==> config.mk <==
export PLATFORM = sky130hd
export DESIGN_NAME = clock_controller
export DESIGN_NICKNAME = d
export VERILOG_FILES = /design/src/rtl/clock_controller.sv
export SDC_FILE = /design/constraint.sdc
export NUM_CORES = 1
export LEC_CHECK = 0
export ABC_AREA = 1
export CORE_MARGIN = 8
export CORE_UTILIZATION = 57
export CTS_BUF_LIST = sky130_fd_sc_hd__clkbuf_16
export DETAILED_ROUTE_END_ITERATION = 10
export GPL_ROUTABILITY_DRIVEN = 0
export PLACE_DENSITY = 0.89
export SYNTH_ARGS = -nofsm -noshare
export SYNTH_HDL_FRONTEND = slang
export SYNTH_SLANG_ARGS = --single-unit
==> constraint.sdc <==
create_clock -name clk -period 2.5 [get_ports clk]
set_input_delay 0.375 -clock clk [delete_from_list [all_inputs] [get_ports clk]]
set_output_delay 0.375 -clock clk [all_outputs]
set_load 0.01 [all_outputs]
==> src/rtl/clock_controller.sv <==
// SAP-style CPU clock controller: STOP/RUN/HALT sequencing, run-mode divider,
// single-step, T-state ring and executed-tick counter. All outputs registered.
module clock_controller #(
  parameter int DIV_W    = 24,
  parameter int T_STATES = 6,
  parameter int CNT_W    = 16
) (
  input  logic                clk,
  input  logic                rst_n,
  input  logic                start_pulse,
  input  logic                stop_pulse,
  input  logic                step_pulse,
  input  logic                clr_pulse,
  input  logic                hlt,
  input  logic [DIV_W-1:0]    div_load,
  output logic                cpu_ce,
  output logic [2:0]          t_state,
  output logic [T_STATES-1:0] ring,
  output logic                running,
  output logic                halted,
  output logic [CNT_W-1:0]    tick_count
);

  typedef enum logic [1:0] {STOP = 2'd0, RUN = 2'd1, HALT = 2'd2} state_t;

  state_t              r_state;
  logic [DIV_W-1:0]    r_div_cnt;

  state_t              w_nstate;
  logic                w_ce;
  logic                w_clr;
  logic [DIV_W-1:0]    w_div_nxt;
  logic [2:0]          w_t_nxt;
  logic [CNT_W-1:0]    w_tick_nxt;
  logic [T_STATES-1:0] w_ring_nxt;

  // clr beats everything; then HALT is sticky; then hlt beats start/stop/step.
  always_comb begin
    w_nstate  = r_state;
    w_ce      = 1'b0;
    w_clr     = 1'b0;
    w_div_nxt = r_div_cnt;
    if (clr_pulse) begin
      w_clr     = 1'b1;
      w_div_nxt = '0;
      if (r_state == HALT) w_nstate = STOP;
    end else if (r_state == HALT) begin
      w_nstate = HALT;
    end else if (hlt) begin
      w_nstate = HALT;
    end else if (r_state == STOP) begin
      if (stop_pulse) begin
        w_nstate = STOP;
      end else if (start_pulse) begin
        w_nstate  = RUN;
        w_div_nxt = '0;
      end else if (step_pulse) begin
        w_ce = 1'b1;
      end
    end else begin
      if (stop_pulse) begin
        w_nstate = STOP;
      end else if (r_div_cnt == div_load) begin
        w_ce      = 1'b1;
        w_div_nxt = '0;
      end else begin
        // a div_load lowered below the count wraps through all-ones
        w_div_nxt = r_div_cnt + DIV_W'(1);
      end
    end
  end

  always_comb begin
    w_t_nxt    = t_state;
    w_tick_nxt = tick_count;
    if (w_clr) begin
      w_t_nxt    = '0;
      w_tick_nxt = '0;
    end else if (w_ce) begin
      w_t_nxt    = (t_state == 3'(T_STATES-1)) ? 3'd0 : t_state + 3'd1;
      w_tick_nxt = tick_count + CNT_W'(1);
    end
    w_ring_nxt = {{(T_STATES-1){1'b0}}, 1'b1} << w_t_nxt;
  end

  always_ff @(posedge clk or negedge rst_n) begin
    if (!rst_n) begin
      r_state    <= STOP;
      r_div_cnt  <= '0;
      cpu_ce     <= 1'b0;
      t_state    <= '0;
      ring       <= {{(T_STATES-1){1'b0}}, 1'b1};
      running    <= 1'b0;
      halted     <= 1'b0;
      tick_count <= '0;
    end else begin
      r_state    <= w_nstate;
      r_div_cnt  <= w_div_nxt;
      cpu_ce     <= w_ce;
      t_state    <= w_t_nxt;
      ring       <= w_ring_nxt;
      running    <= (w_nstate == RUN);
      halted     <= (w_nstate == HALT);
      tick_count <= w_tick_nxt;
    end
  end

endmodule

After elaboration in Yosys (flattened, before gate mapping)
Cells that the tools add are included.
W data, S select, Z words.
{"block": "classes", "addsub": 3, "n_eq_ne": 9, "n_shift": 1, "n_mux": 31, "n_reduce_logical": 3}
{"cell": "$mux W24", "n": 8}
{"cell": "$mux W16", "n": 2}
{"cell": "$add A24 B1 Y24 const B", "n": 1}
{"cell": "$eq A24 B24 Y1", "n": 1}
{"cell": "$add A16 B1 Y16 const B", "n": 1}
{"cell": "$mux W2", "n": 8}
{"cell": "$mux W1", "n": 10}
{"cell": "$mux W3", "n": 3}
{"cell": "$shl A1 B3 Y6 const A", "n": 1}
{"cell": "$eq A2 B2 Y1 const B", "n": 2}
{"cell": "$ne A2 B2 Y1 const B", "n": 2}
{"cell": "$reduce_and A4 Y1", "n": 1}
{"cell": "$add A3 B1 Y3 const B", "n": 1}
{"cell": "$eq A3 B3 Y1 const B", "n": 1}
{"cell": "$ne A3 B3 Y1 const B", "n": 1}
{"cell": "$eq A2 B1 Y1 const B", "n": 1}
{"cell": "$logic_not A2 Y1", "n": 1}
{"cell": "$ne A2 B1 Y1 const B", "n": 1}
{"cell": "$reduce_bool A2 Y1", "n": 1}
{"block": "totals", "ff_bits": 54, "input_bits": 31, "out_inout_bits": 28, "wordCells": 55}

Logic depth before layout (Yosys ltp)
Gate-level depths: netlist of the first run.
{"block": "depth", "word_depth": 10, "mapped_depth": 14, "depth_no_buf": 14}

Worst setup path after synthesis of the first run
No wires, ideal clock.
{"block": "synth_path", "path_type": "register -> register", "start": "register r_div_cnt[4]", "end": "register tick_count[12]", "setup_time_ns": 0.134, "arrival_time_ns": 1.445, "required_ns": 2.366, "path_slack_ns": 0.921, "path_stages_with_launch": 12, "path_buffers": 2, "period_less_slack_ns": 1.579, "cell_sequence": "dfrtp_1 xor2_1 nor2_1 nand2_1 nor2_2 nand3_2 nand2_4 nand2_4 buf_6 buf_8 nand3_1 o31ai_2"}
{"block": "synth_via", "elab_chain_cells": 8}
{"element": "start, declared", "line_no": "27", "text": "logic [DIV_W-1:0] r_div_cnt;"}
{"element": "start signal, assigned", "line_no": "98", "text": "r_div_cnt <= w_div_nxt;"}
{"element": "$eq A24 B24 Y1", "line_no": "63", "text": "end else if (r_div_cnt == div_load) begin"}
{"element": "$mux W1", "line_no": "63"}
{"element": "$mux W1", "line_no": "61", "text": "if (stop_pulse) begin"}
{"element": "$mux W1", "line_no": "51", "text": "end else if (r_state == STOP) begin"}
{"element": "$mux W1", "line_no": "49", "text": "end else if (hlt) begin"}
{"element": "$mux W1", "line_no": "47", "text": "end else if (r_state == HALT) begin"}
{"element": "$mux W1", "line_no": "43", "text": "if (clr_pulse) begin"}
{"element": "$reduce_bool A2 Y1 (no line)"}
{"element": "end signal, assigned", "line_no": "104", "text": "tick_count <= w_tick_nxt;"}
{"element": "end, declared", "line_no": "21", "text": "output logic [CNT_W-1:0] tick_count"}
Every way passes these cells.
A chain may end at the register's enable or synchronous reset.

Final worst setup path of the first run
{"block": "layout_path", "start": "input port div_load[13]", "end": "register ring[0]"}
{"block": "layout_via", "elab_chain_cells": 10}
{"element": "start, declared", "line_no": "15", "text": "input logic [DIV_W-1:0] div_load,"}
{"element": "$eq A24 B24 Y1", "line_no": "63"}
{"element": "$mux W1", "line_no": "63"}
{"element": "$mux W1", "line_no": "61"}
{"element": "$mux W1", "line_no": "51"}
{"element": "$mux W1", "line_no": "49"}
{"element": "$mux W1", "line_no": "47"}
{"element": "$mux W1", "line_no": "43"}
{"element": "$mux W3", "line_no": "79", "text": "end else if (w_ce) begin"}
{"element": "$mux W3", "line_no": "76", "text": "if (w_clr) begin"}
{"element": "$shl A1 B3 Y6", "line_no": "83", "text": "w_ring_nxt = {{(T_STATES-1){1'b0}}, 1'b1} << w_t_nxt;"}
{"element": "named net w_ring_nxt[0]", "line_no": "35", "text": "logic [T_STATES-1:0] w_ring_nxt;"}
{"element": "end signal, assigned", "line_no": "92", "text": "ring <= {{(T_STATES-1){1'b0}}, 1'b1};"}
{"element": "end signal, assigned", "line_no": "101", "text": "ring <= w_ring_nxt;"}
{"element": "end, declared", "line_no": "18", "text": "output logic [T_STATES-1:0] ring,"}
The timed path passes the listed nets, and every way through them passes these cells.

==> flow_summary.json, run 1 <==
{
  "crit_cells": 15,
  "syn_area_sq_mm": 0.00336,
  "synth_edf_count": 0,
  "crit_path_max_incr_delay_ns": 0.50,
  "rrSetupSlack_ns": 0.51,
  "ys_ff_latch": 54,
  "grt_usage": 0.196,
  "clk_latency_ns": 0.29,
  "globalRouteOverflowTotal": 0,
  "synth_mux_area_frac": 0,
  "hp-class": "input pin to async pin",
  "period_share": 0.850,
  "cts.sink_count": 54,
  "io_buffers": 58,
  "drt_iter0_drc": 153,
  "ys_types": 35,
  "fp.dieH_um": 92.8,
  "vias_per_cell": 5.38,
  "cts-resized-gates": 0,
  "synthCells": 482,
  "synth-compound-area-share": 0.0923,
  "synth_top_family_by_area": "simple AND/OR/NAND/NOR gates",
  "crit_required_ns": 2.73,
  "p_per_area_mw_per_mm2": 447,
  "cts_tree": "done",
  "synthAdderAreaFrac": 0.00744,
  "fin_util": 0.719,
  "setup_viol_count_final": 0,
  "drc": 0,
  "routed_wl_mm": 8.41,
  "grt_max_degree": 30,
  "ys_seq_area_frac": 0.402,
  "worst_pin_slew_ns": 0.626,
  "use_met2": 0.362,
  "grtUsageMet1": 0.222,
  "clockBufferDepth": 2,
  "die_x_um": 92.8,
  "status": "finished, final reports clean",
  "clock_skew_ns": 0.00826,
  "start_util": 0.578,
  "yosys-top-cells-area": "dfrtp_1, nand2_1, inv_1, nor2_1, nand3_1",
  "hold_viol_final": 0,
  "peakVddDrop_uv": 331,
  "avgSynthCellArea_sq_um": 6.98,
  "max_slew_margin": 0.583,
  "via_count": 3345,
  "yosys.area_share.simple": 0.342,
  "place_area_sq_mm": 0.00403,
  "wl_per_cell_um": 13.5,
  "diodes": 0,
  "worstSetupPathType": "input pin to register",
  "dp_hpwl_mm": 6.49,
  "path_delay_family": "simple AND/OR/NAND/NOR gates",
  "cp_num_buf_inv": 2,
  "maxCapViolCount": 0,
  "top_usage_layer": "met2",
  "numCtsBuffers": 5,
  "drive_gt1_frac": 0.0804,
  "yosys_warnings": 0,
  "core_sq_mm": 0.00582,
  "num_rows": 28,
  "cp_max_fo": 20,
  "postRouteAntennaNets": 0,
  "root_buffer": "clkbuf_16",
  "slowest_stage": "clkdlybuf4s50_1",
  "grt_pass1_wl_mm": 14.2,
  "final_area_sq_mm": 0.00418,
  "tns_ns": 0,
  "num-fill-cells": 475,
  "dr.pass1.iters": 4,
  "antenna_found_initial": 0,
  "cts_hold_buffers": 0,
  "synth_ff_type": "dfrtp_1",
  "p_leak_nw": 1.95,
  "crit_end": "ring[0]",
  "finalNetCount": 579,
  "clkSlewWorstSetupHoldPaths_ns": 0.08,
  "min_period_ns": 2.12,
  "grt_setup_unrepaired": "no",
  "cp_cell_sequence": "clkdlybuf4s50_1, inv_1, nand2_1, nand2_1, nor2_1, nand2_1, nor2_2, nand3_2, nand2_4, nand2_4, nand2_2, nand2_1, nand2_1, nand2_1, nor2_1",
  "grt_pass1_vias": 3224,
  "crit_start": "div_load[13]",
  "num_io_pins": 59,
  "die_area_sq_mm": 0.00861,
  "synth_xor_area_frac": 0.0443,
  "endpoint_kind": "register",
  "synth_nets": 515,
  "crit_path_start_kind": "input pin",
  "ys_async_sr_fraction": 1.00,
  "critPathArrivalTime_ns": 2.35,
  "post_cts_buffers": 0,
  "regToRegStartpoint": "r_div_cnt[11]",
  "crit_path_frequent_cell": "nand2_1",
  "yosysTopAreaCell": "dfrtp_1",
  "r2r_end": "ring[0]",
  "met3_usage": 0.0437,
  "final_max_slew_viol_count": 0,
  "area_growth_pct": 24.5,
  "cts-htree-levels": 2,
  "fmax_mhz": 471,
  "ff2ff_path_depth": 14,
  "synth_top_area_frac": 0.394
}
sequential cells by signal, summed over array words and instances, names as in the netlist:
register and cells:
t_state 3, r_state 2, r_div_cnt 24, running 1, tick_count 16, cpu_ce 1
ring 6, halted 1
power breakdown:
part / internal (mW) / switching, mW
Combinational: 0.104 / 0.143
Sequential: 0.892 / 0.0142
Clock: 0.378 / 0.338
cells in the mapped netlist (2+ instances only):
library cell	count
o31ai_1	5
inv_1	76
xor2_1	15
dfrtp_1	53
a21oi_1	11
nor2_1	57
nor3_1	22
nand2_2	4
inv_2	11
nor2_2	2
nand2_1	125
o22ai_1	7
nand3_1	28
xnor2_1	2
ha_1	2
nand4_1	10
buf_1	2
nand3_2	2
nand2_4	2
o21ai_0	23
nor4_1	4
clkbuf_1	3
nor3_2	4
worst min path at each step:
stage	startpoint	to	slack [ns]	cells after the start
after detailed placement	rst_n	r_div_cnt[18]	0.43	1
after global routing	rst_n	r_div_cnt[19]	0.14	1
after CTS	rst_n	r_div_cnt[18]	0.11	1
after global placement	rst_n	r_div_cnt[19]	0.43	1
after floorplan	rst_n	cpu_ce	0.08	0
final	rst_n	r_div_cnt[19]	0.08	1
final cells by class:
| class | count | area, sq um | share of cell area |
|---|---|---|---|
| Tap cell | 75 | 93.8 | 0.0224 |
| Sequential cell | 54 | 1350 | 0.323 |
| Clock inverter | 3 | 25.0 | 0.00598 |
| Multi-Input combinational cell | 333 | 1630 | 0.390 |
| Timing Repair Buffer | 65 | 628 | 0.150 |
| Inverter | 87 | 327 | 0.0781 |
| Clock buffer | 5 | 125 | 0.0299 |
routing by layer:
| metal | vias to the layer above | part of all wire |
|---|---|---|
| li1 | 1662 | - |
| met1 | 1559 | 0.40 |
| met2 | 110 | 0.52 |
| met3 | 14 | 0.072 |
| met4 | 0 | 0.011 |
| met5 | - | 0 |
cells by family (layout without fill, tap and decap cells):
| group | count (synthesis) | count (layout) |
|---|---|---|
| simple gates | 261 | 261 |
| buf+inv | 95 | 160 |
| flops | 54 | 54 |
| xor+xnor | 17 | 17 |
| compound gates | 53 | 53 |
| fa+ha+maj | 2 | 2 |
through the flow:
step	power (mW)	hold WS [ns]	worst slack (ns)	cells
floorplan	1.05	0.0794	0.921	482
global placement	1.16	0.425	0.187	614
detailed placement	1.17	0.434	0.0974	614
CTS	1.88	0.111	0.384	622
global route	1.94	0.142	0.153	622
finish	1.87	0.0849	0.376	622
cell usage in the layout (no fill, tap or decap):
cell type          n
ha_1               2
clkdlybuf4s50_1   57
nand2_2            4
clkinv_4           1
nor3_2             4
o21bai_1           1
xor2_1            15
o31ai_2            1
buf_4              7
nand2_4            2
clkbuf_16          5
a22o_1             1
buf_2              1
inv_6              1
a31oi_1            1
nand3_2            2
clkinvlp_4         1
xnor2_1            2
o21ai_2            1
a21oi_1           11
dfstp_2            1
nand3_1           28
nand2_1          125
a21boi_0           1
nor4_1             4
nand4_1           10
inv_1             76
nor3_1            22
nand3b_1           1
o211ai_1           1
o31ai_1            5
nor2_1            57
o21ai_0           23
nor2_2             2
dfrtp_1           53
o22ai_1            7
inv_2             11
No activity file was read; power rests on OpenSTA's default activity.
==> inputs of run 2 (changes only) <==
--- a/config.mk
+++ b/config.mk
@@ -7,11 +7,11 @@
 export LEC_CHECK = 0
 export ABC_AREA = 1
 export CORE_MARGIN = 8
-export CORE_UTILIZATION = 57
+export CORE_UTILIZATION = 48
 export CTS_BUF_LIST = sky130_fd_sc_hd__clkbuf_16
 export DETAILED_ROUTE_END_ITERATION = 10
 export GPL_ROUTABILITY_DRIVEN = 0
-export PLACE_DENSITY = 0.89
+export PLACE_DENSITY = 0.81
 export SYNTH_ARGS = -nofsm -noshare
 export SYNTH_HDL_FRONTEND = slang
 export SYNTH_SLANG_ARGS = --single-unit
==> constraint.sdc (replaced) <==
create_clock -name clk -period 1.9 [get_ports clk]
set_input_delay 0.285 -clock clk [delete_from_list [all_inputs] [get_ports clk]]
set_output_delay 0.285 -clock clk [all_outputs]
set_load 0.01 [all_outputs]
==> run 2 against run 1 <==
Effect of this change:
- register-to-register slack got worse by 0.41 ns
- sequential share of layout area is 2.6 points lower
- via count rose by 2.7%
- die area increased by 15%
- routed wire length increased by 7.6%
- count of clock-buffer cells in the layout did not move
- combinational power grew 50%
- largest power group unchanged
==> flow_summary.json, run 2 (synthesized netlist as in run 1, its figures left out) <==
{
  "globalRouteOverflowTotal": 0,
  "antenna_found_initial": 0,
  "cts_tree": "done",
  "clkPwrFrac": 0.362,
  "fmax_mhz": 554,
  "min_period_ns": 1.80,
  "power_mw": 2.45,
  "worstSetupPathType": "register to register",
  "num_io_pins": 59,
  "drive_gt1_frac": 0.175,
  "peakVddDrop_uv": 349,
  "top_regs": "r_div_cnt x24, tick_count x16, ring x6",
  "wl_per_cell_um": 13.4,
  "layout_common_cells": "nand2_1, inv_1, nor2_1, dfrtp_1, clkdlybuf4s50_1",
  "power.switching_mw": 0.636,
  "final_max_slew_viol_count": 0,
  "via_count": 3435,
  "crit_path_start_kind": "register",
  "p_leak_nw": 2.28,
  "cp_max_fo": 5,
  "clkSlewWorstSetupHoldPaths_ns": 0.07,
  "grt_usage": 0.176,
  "die_area_sq_mm": 0.00994,
  "crit_required_ns": 2.12,
  "dr.pass1.iters": 4,
  "maxCapViolCount": 0,
  "clockBufferDepth": 2,
  "num-fill-cells": 575,
  "cts-htree-levels": 2,
  "largest_reg_flops": 24,
  "clk_latency_ns": 0.29,
  "hp-class": "input pin to async pin",
  "numCtsBuffers": 5,
  "layout_commonest_cell": "nand2_1",
  "vias_per_cell": 5.10,
  "fp.dieH_um": 99.7,
  "internal-power_mw": 1.81,
  "grt_pass1_vias": 3392,
  "grt_pass1_wl_mm": 14.5,
  "regMostFlops": "r_div_cnt",
  "finalNetCount": 610,
  "routed_wl_mm": 9.04,
  "status": "finished, final reports clean",
  "dp_hpwl_mm": 6.68,
  "p_sw_frac": 0.260,
  "cts.sink_count": 54,
  "p_per_area_mw_per_mm2": 535,
  "rrSetupSlack_ns": 0.1,
  "critPathArrivalTime_ns": 2.02,
  "drt_iter0_drc": 119,
  "grt_setup_unrepaired": "yes",
  "root_buffer": "clkbuf_16",
  "comb_power_share": 0.151,
  "endpoint_kind": "register",
  "postRouteAntennaNets": 0,
  "pwr-share-seq": 0.487,
  "core_sq_mm": 0.00679,
  "setup_viol_count_final": 0,
  "worst_pin_slew_ns": 0.522,
  "num_rows": 30,
  "drc": 0,
  "period_share": 0.950,
  "io_buffers": 58,
  "clock_skew_ns": 0.00501,
  "area_growth_pct": 36.2,
  "die_x_um": 99.7,
  "tns_ns": 0,
  "grt_max_degree": 22,
  "diodes": 0,
  "start_util": 0.495,
  "max_slew_margin": 0.649,
  "hold_viol_final": 0
}
## run 2: cell count changes in the layout (fill, tap and decap cells not counted), sizes merged
| cell | before | now |
|---|---|---|
| inv | 88 | 89 |
| clkinv | 1 | 0 |
| clkinvlp | 1 | 2 |
| clkdlybuf4s50 | 57 | 37 |
| buf | 8 | 37 |
| dlygate4sd3 | 0 | 1 |
| dlymetal6s2s | 0 | 20 |
## run 2: area by class of cell
cell class	count	area, sq um	share of cell area
Clock inverter	3	15.0	0.00328
Tap cell	96	120	0.0262
Timing Repair inverter	1	7.51	0.00164
Clock buffer	5	125	0.0273
Sequential cell	54	1360	0.297
Inverter	87	329	0.0719
Timing Repair Buffer	95	918	0.201
Multi-Input combinational cell	333	1700	0.372
## run 2: worst paths after layout
check | endpoint | from | cells past startpoint
max | ring[5] | r_div_cnt[5] | 14
min | r_div_cnt[19] | rst_n | 2
max reg2reg | ring[5] | r_div_cnt[5] | 14
min reg2reg | r_state[0] | r_state[0] | 2
max in group asynchronous | ring[0] | rst_n | 3
min in group clk | r_state[0] | r_state[0] | 2
## run 2: critical path, stage by stage, from the launching register on
cell,delay [ns]
dfrtp_2,0.40
inv_2,0.06
nand2_1,0.05
nand2_1,0.05
nor2_1,0.13
nand2_1,0.09
nor2_2,0.12
nand3_2,0.13
nand2_4,0.16
nand3_4,0.11
nand2_2,0.09
nand2_2,0.06
nand2_2,0.09
nand2_2,0.07
nor2_2,0.11
## run 2: per-stage QoR
| step | worst slack, ns | instance area, sq um | utilization | std cells | hold WS, ns |
|---|---|---|---|---|---|
| 5_1_grt | -0.0515 | 4580 | 0.674 | 674 | 0.532 |
| 4_1_cts | 0.00722 | 4340 | 0.639 | 660 | 0.487 |
| 3_5_place_dp | -0.280 | 4190 | 0.617 | 651 | 0.249 |
| 2_1_floorplan | 0.321 | 3360 | - | 482 | -0.0106 |
| 6_report | 0.0952 | 4580 | 0.674 | 674 | 0.470 |
| 3_3_place_gp | -0.238 | 4190 | 0.617 | 651 | 0.239 |
## run 2: power groups by stage
stage          clock network [mW]  logic, mW  registers, mW
6_report                    0.888      0.370           1.19
3_3_place_gp                    0      0.339           1.21
4_1_cts                     0.900      0.352           1.19
5_1_grt                     0.941      0.412           1.20
3_5_place_dp                    0      0.349           1.21
2_1_floorplan                   0      0.165           1.22
## run 2: what timing repair did
action / CTS / global route
endpoints found under the setup margin: 0 / 47
hold buffers: 1 / 0
resized for setup: 0 / 55
setup buffers: 0 / 13
hold endpoints to repair: 17 / 0
## run 2: metal layers
layer / track usage / wire [um] / vias to the layer above
li1: - / - / 1715
met1: 0.196 / 3730 / 1604
met2: 0.322 / 4620 / 101
met3: 0.0412 / 543 / 15
met4: 0.0524 / 145 / 0
met5: 0 / 0 / -
==> inputs of run 3 (changes only) <==
--- a/config.mk
+++ b/config.mk
@@ -6,12 +6,14 @@
 export NUM_CORES = 1
 export LEC_CHECK = 0
 export ABC_AREA = 1
+export CELL_PAD_IN_SITES_DETAIL_PLACEMENT = 0
+export CELL_PAD_IN_SITES_GLOBAL_PLACEMENT = 1
 export CORE_MARGIN = 8
-export CORE_UTILIZATION = 48
+export CORE_UTILIZATION = 34
 export CTS_BUF_LIST = sky130_fd_sc_hd__clkbuf_16
 export DETAILED_ROUTE_END_ITERATION = 10
 export GPL_ROUTABILITY_DRIVEN = 0
-export PLACE_DENSITY = 0.81
+export PLACE_DENSITY = 0.83
 export SYNTH_ARGS = -nofsm -noshare
 export SYNTH_HDL_FRONTEND = slang
 export SYNTH_SLANG_ARGS = --single-unit
==> constraint.sdc (replaced) <==
create_clock -name clk -period 1.9 [get_ports clk]
set_input_delay 0.38 -clock clk [delete_from_list [all_inputs] [get_ports clk]]
set_output_delay 0.38 -clock clk [all_outputs]
set_load 0.01 [all_outputs]
==> run 3 against run 2 <==
Effect of this change:
- count of clock-buffer cells in the layout unchanged
- via count decreased by 2.0%
- setup slack improved by 0.022 ns
- critical endpoint unchanged
- first-iteration DRC count is 15% lower
- critical path type unchanged
- critical path depth shrank 1
- combinational power increased by 7.0%
- clock power up 1%
==> flow_summary.json, run 3 (synthesized netlist as in run 1, its figures left out) <==
{
  "antenna_found_initial": 0,
  "num-fill-cells": 989,
  "multi_input_area_sq_mm": 0.00182,
  "num_rows": 36,
  "period_share": 0.938,
  "dp_hpwl_mm": 7.11,
  "power.switching_mw": 0.664,
  "rrSetupSlack_ns": 0.12,
  "setup_viol_count_final": 0,
  "p_per_area_mw_per_mm2": 523,
  "area_growth_pct": 41.3,
  "cp_num_buf_inv": 0,
  "cts_hold_buffers": 0,
  "min_period_ns": 1.78,
  "clkSlewWorstSetupHoldPaths_ns": 0.07,
  "grt_pass1_vias": 3399,
  "grt_pass1_wl_mm": 15.8,
  "crit_start": "r_div_cnt[10]",
  "clk_latency_ns": 0.29,
  "power_mw": 2.49,
  "r2r_end": "ring[5]",
  "status": "finished, final reports clean",
  "maxCapViolCount": 0,
  "final_max_slew_viol_count": 0,
  "die_x_um": 115,
  "placed_cells": 700,
  "globalRouteOverflowTotal": 0,
  "clockBufferDepth": 2,
  "layout_commonest_cell": "nand2_1",
  "start_util": 0.347,
  "drive_gt1_frac": 0.199,
  "crit_cells": 13,
  "cp_max_fo": 5,
  "worst_pin_slew_ns": 0.535,
  "postRouteAntennaNets": 0,
  "num_io_pins": 59,
  "final_cells": 711,
  "clkPwrFrac": 0.361,
  "worstSetupPathType": "register to register",
  "top_regs": "r_div_cnt x24, tick_count x16, ring x6",
  "clock_skew_ns": 0.00572,
  "diodes": 0,
  "finalNetCount": 610,
  "crit_path_frequent_cell": "nor2_2",
  "comb_power_share": 0.159,
  "layout_common_cells": "nand2_1, inv_1, dfrtp_1, nor2_1, buf_4",
  "grt_max_degree": 41,
  "ff2ff_path_depth": 13,
  "root_buffer": "clkbuf_16",
  "critPathArrivalTime_ns": 2.01,
  "largest_reg_flops": 24,
  "path_delay_family": "simple AND/OR/NAND/NOR gates",
  "p_sw_frac": 0.267,
  "dr.pass1.iters": 4,
  "fmax_mhz": 561,
  "routed_wl_mm": 9.42,
  "drc": 0,
  "cp_cell_sequence": "nor2_1, nor2_1, nor2_2, nand2_1, nor2_2, nand3_4, nand2_8, nand3_4, nand2_2, nand2_4, nand2_4, nand2_2, nor2_2",
  "internal-power_mw": 1.82,
  "regMostFlops": "r_div_cnt",
  "crit_path_max_incr_delay_ns": 0.43,
  "regToRegStartpoint": "r_div_cnt[10]",
  "cts-htree-levels": 2,
  "peakVddDrop_uv": 334,
  "cts_tree": "done",
  "p_leak_nw": 2.34,
  "core_sq_mm": 0.00968,
  "hp-class": "input pin to async pin",
  "fp.dieH_um": 115,
  "slowest_stage": "dfrtp_1",
  "layout.area.seq_sq_mm": 0.00135,
  "fin_util": 0.491,
  "vias_per_cell": 4.74,
  "grt_usage": 0.147,
  "crit_end": "ring[5]",
  "wl_per_cell_um": 13.2,
  "drt_iter0_drc": 101,
  "hold_viol_final": 0,
  "io_buffers": 58,
  "die_area_sq_mm": 0.0133,
  "crit_required_ns": 2.12,
  "via_count": 3368,
  "grt_setup_unrepaired": "no",
  "max_slew_margin": 0.641,
  "endpoint_kind": "register",
  "whs_ns": 0.0146,
  "pwr-share-seq": 0.480,
  "numCtsBuffers": 5,
  "crit_path_start_kind": "register",
  "cts.sink_count": 54
}
-- run 3: layout make-up --
class | count | share of cell area
multi-input combinational | 333 | 0.382
sequential | 54 | 0.285
timing repair buffer | 95 | 0.198
inverter | 87 | 0.0692
tap | 133 | 0.0350
clock buffer | 5 | 0.0263
clock inverter | 3 | 0.00263
timing repair inverter | 1 | 0.00158
-- run 3: worst min-delay path by stage --
stage | startpoint | endpoint | slack [ns] | depth (start not counted)
after global routing | rst_n | r_div_cnt[18] | 0.02 | 1
after floorplan | rst_n | cpu_ce | 0.08 | 0
final | rst_n | r_div_cnt[18] | 0.01 | 1
after CTS | rst_n | r_div_cnt[18] | 0.02 | 1
after detailed placement | rst_n | r_div_cnt[18] | 0.33 | 1
after global placement | rst_n | r_div_cnt[18] | 0.32 | 1
-- run 3: power by group through the flow --
stage	Combinational [mW]	Clock, mW	Sequential [mW]
2_1_floorplan	0.165	0	1.22
3_3_place_gp	0.363	0	1.21
3_5_place_dp	0.369	0	1.21
4_1_cts	0.377	0.915	1.19
5_1_grt	0.448	0.972	1.20
6_report	0.396	0.898	1.19
-- run 3: metal layers --
metal	part of all wire	global-route usage	wire, um	up-vias
met5	0	0	0	-
met4	0.0093	0.0394	88	0
met3	0.060	0.0401	564	10
met2	0.50	0.259	4730	72
met1	0.43	0.171	4040	1572
li1	-	-	-	1714
-- run 3: timing repair --
action,in CTS,in global routing
pin swaps,1,24
buffers inserted,1,1
endpoints found under the setup margin,30,48
cloned,0,1
hold endpoints to repair,0,0
resized for setup,7,71
-- run 3: per-stage QoR --
step	TNS (ns)	cell area, sq um	setup slack (ns)
finish	0	4750	0.117
global route	0	4750	0.000505
global placement	-13.12	4340	-0.357
detailed placement	-14.21	4340	-0.374
CTS	-0.0628	4500	-0.0194
floorplan	0	3360	0.321
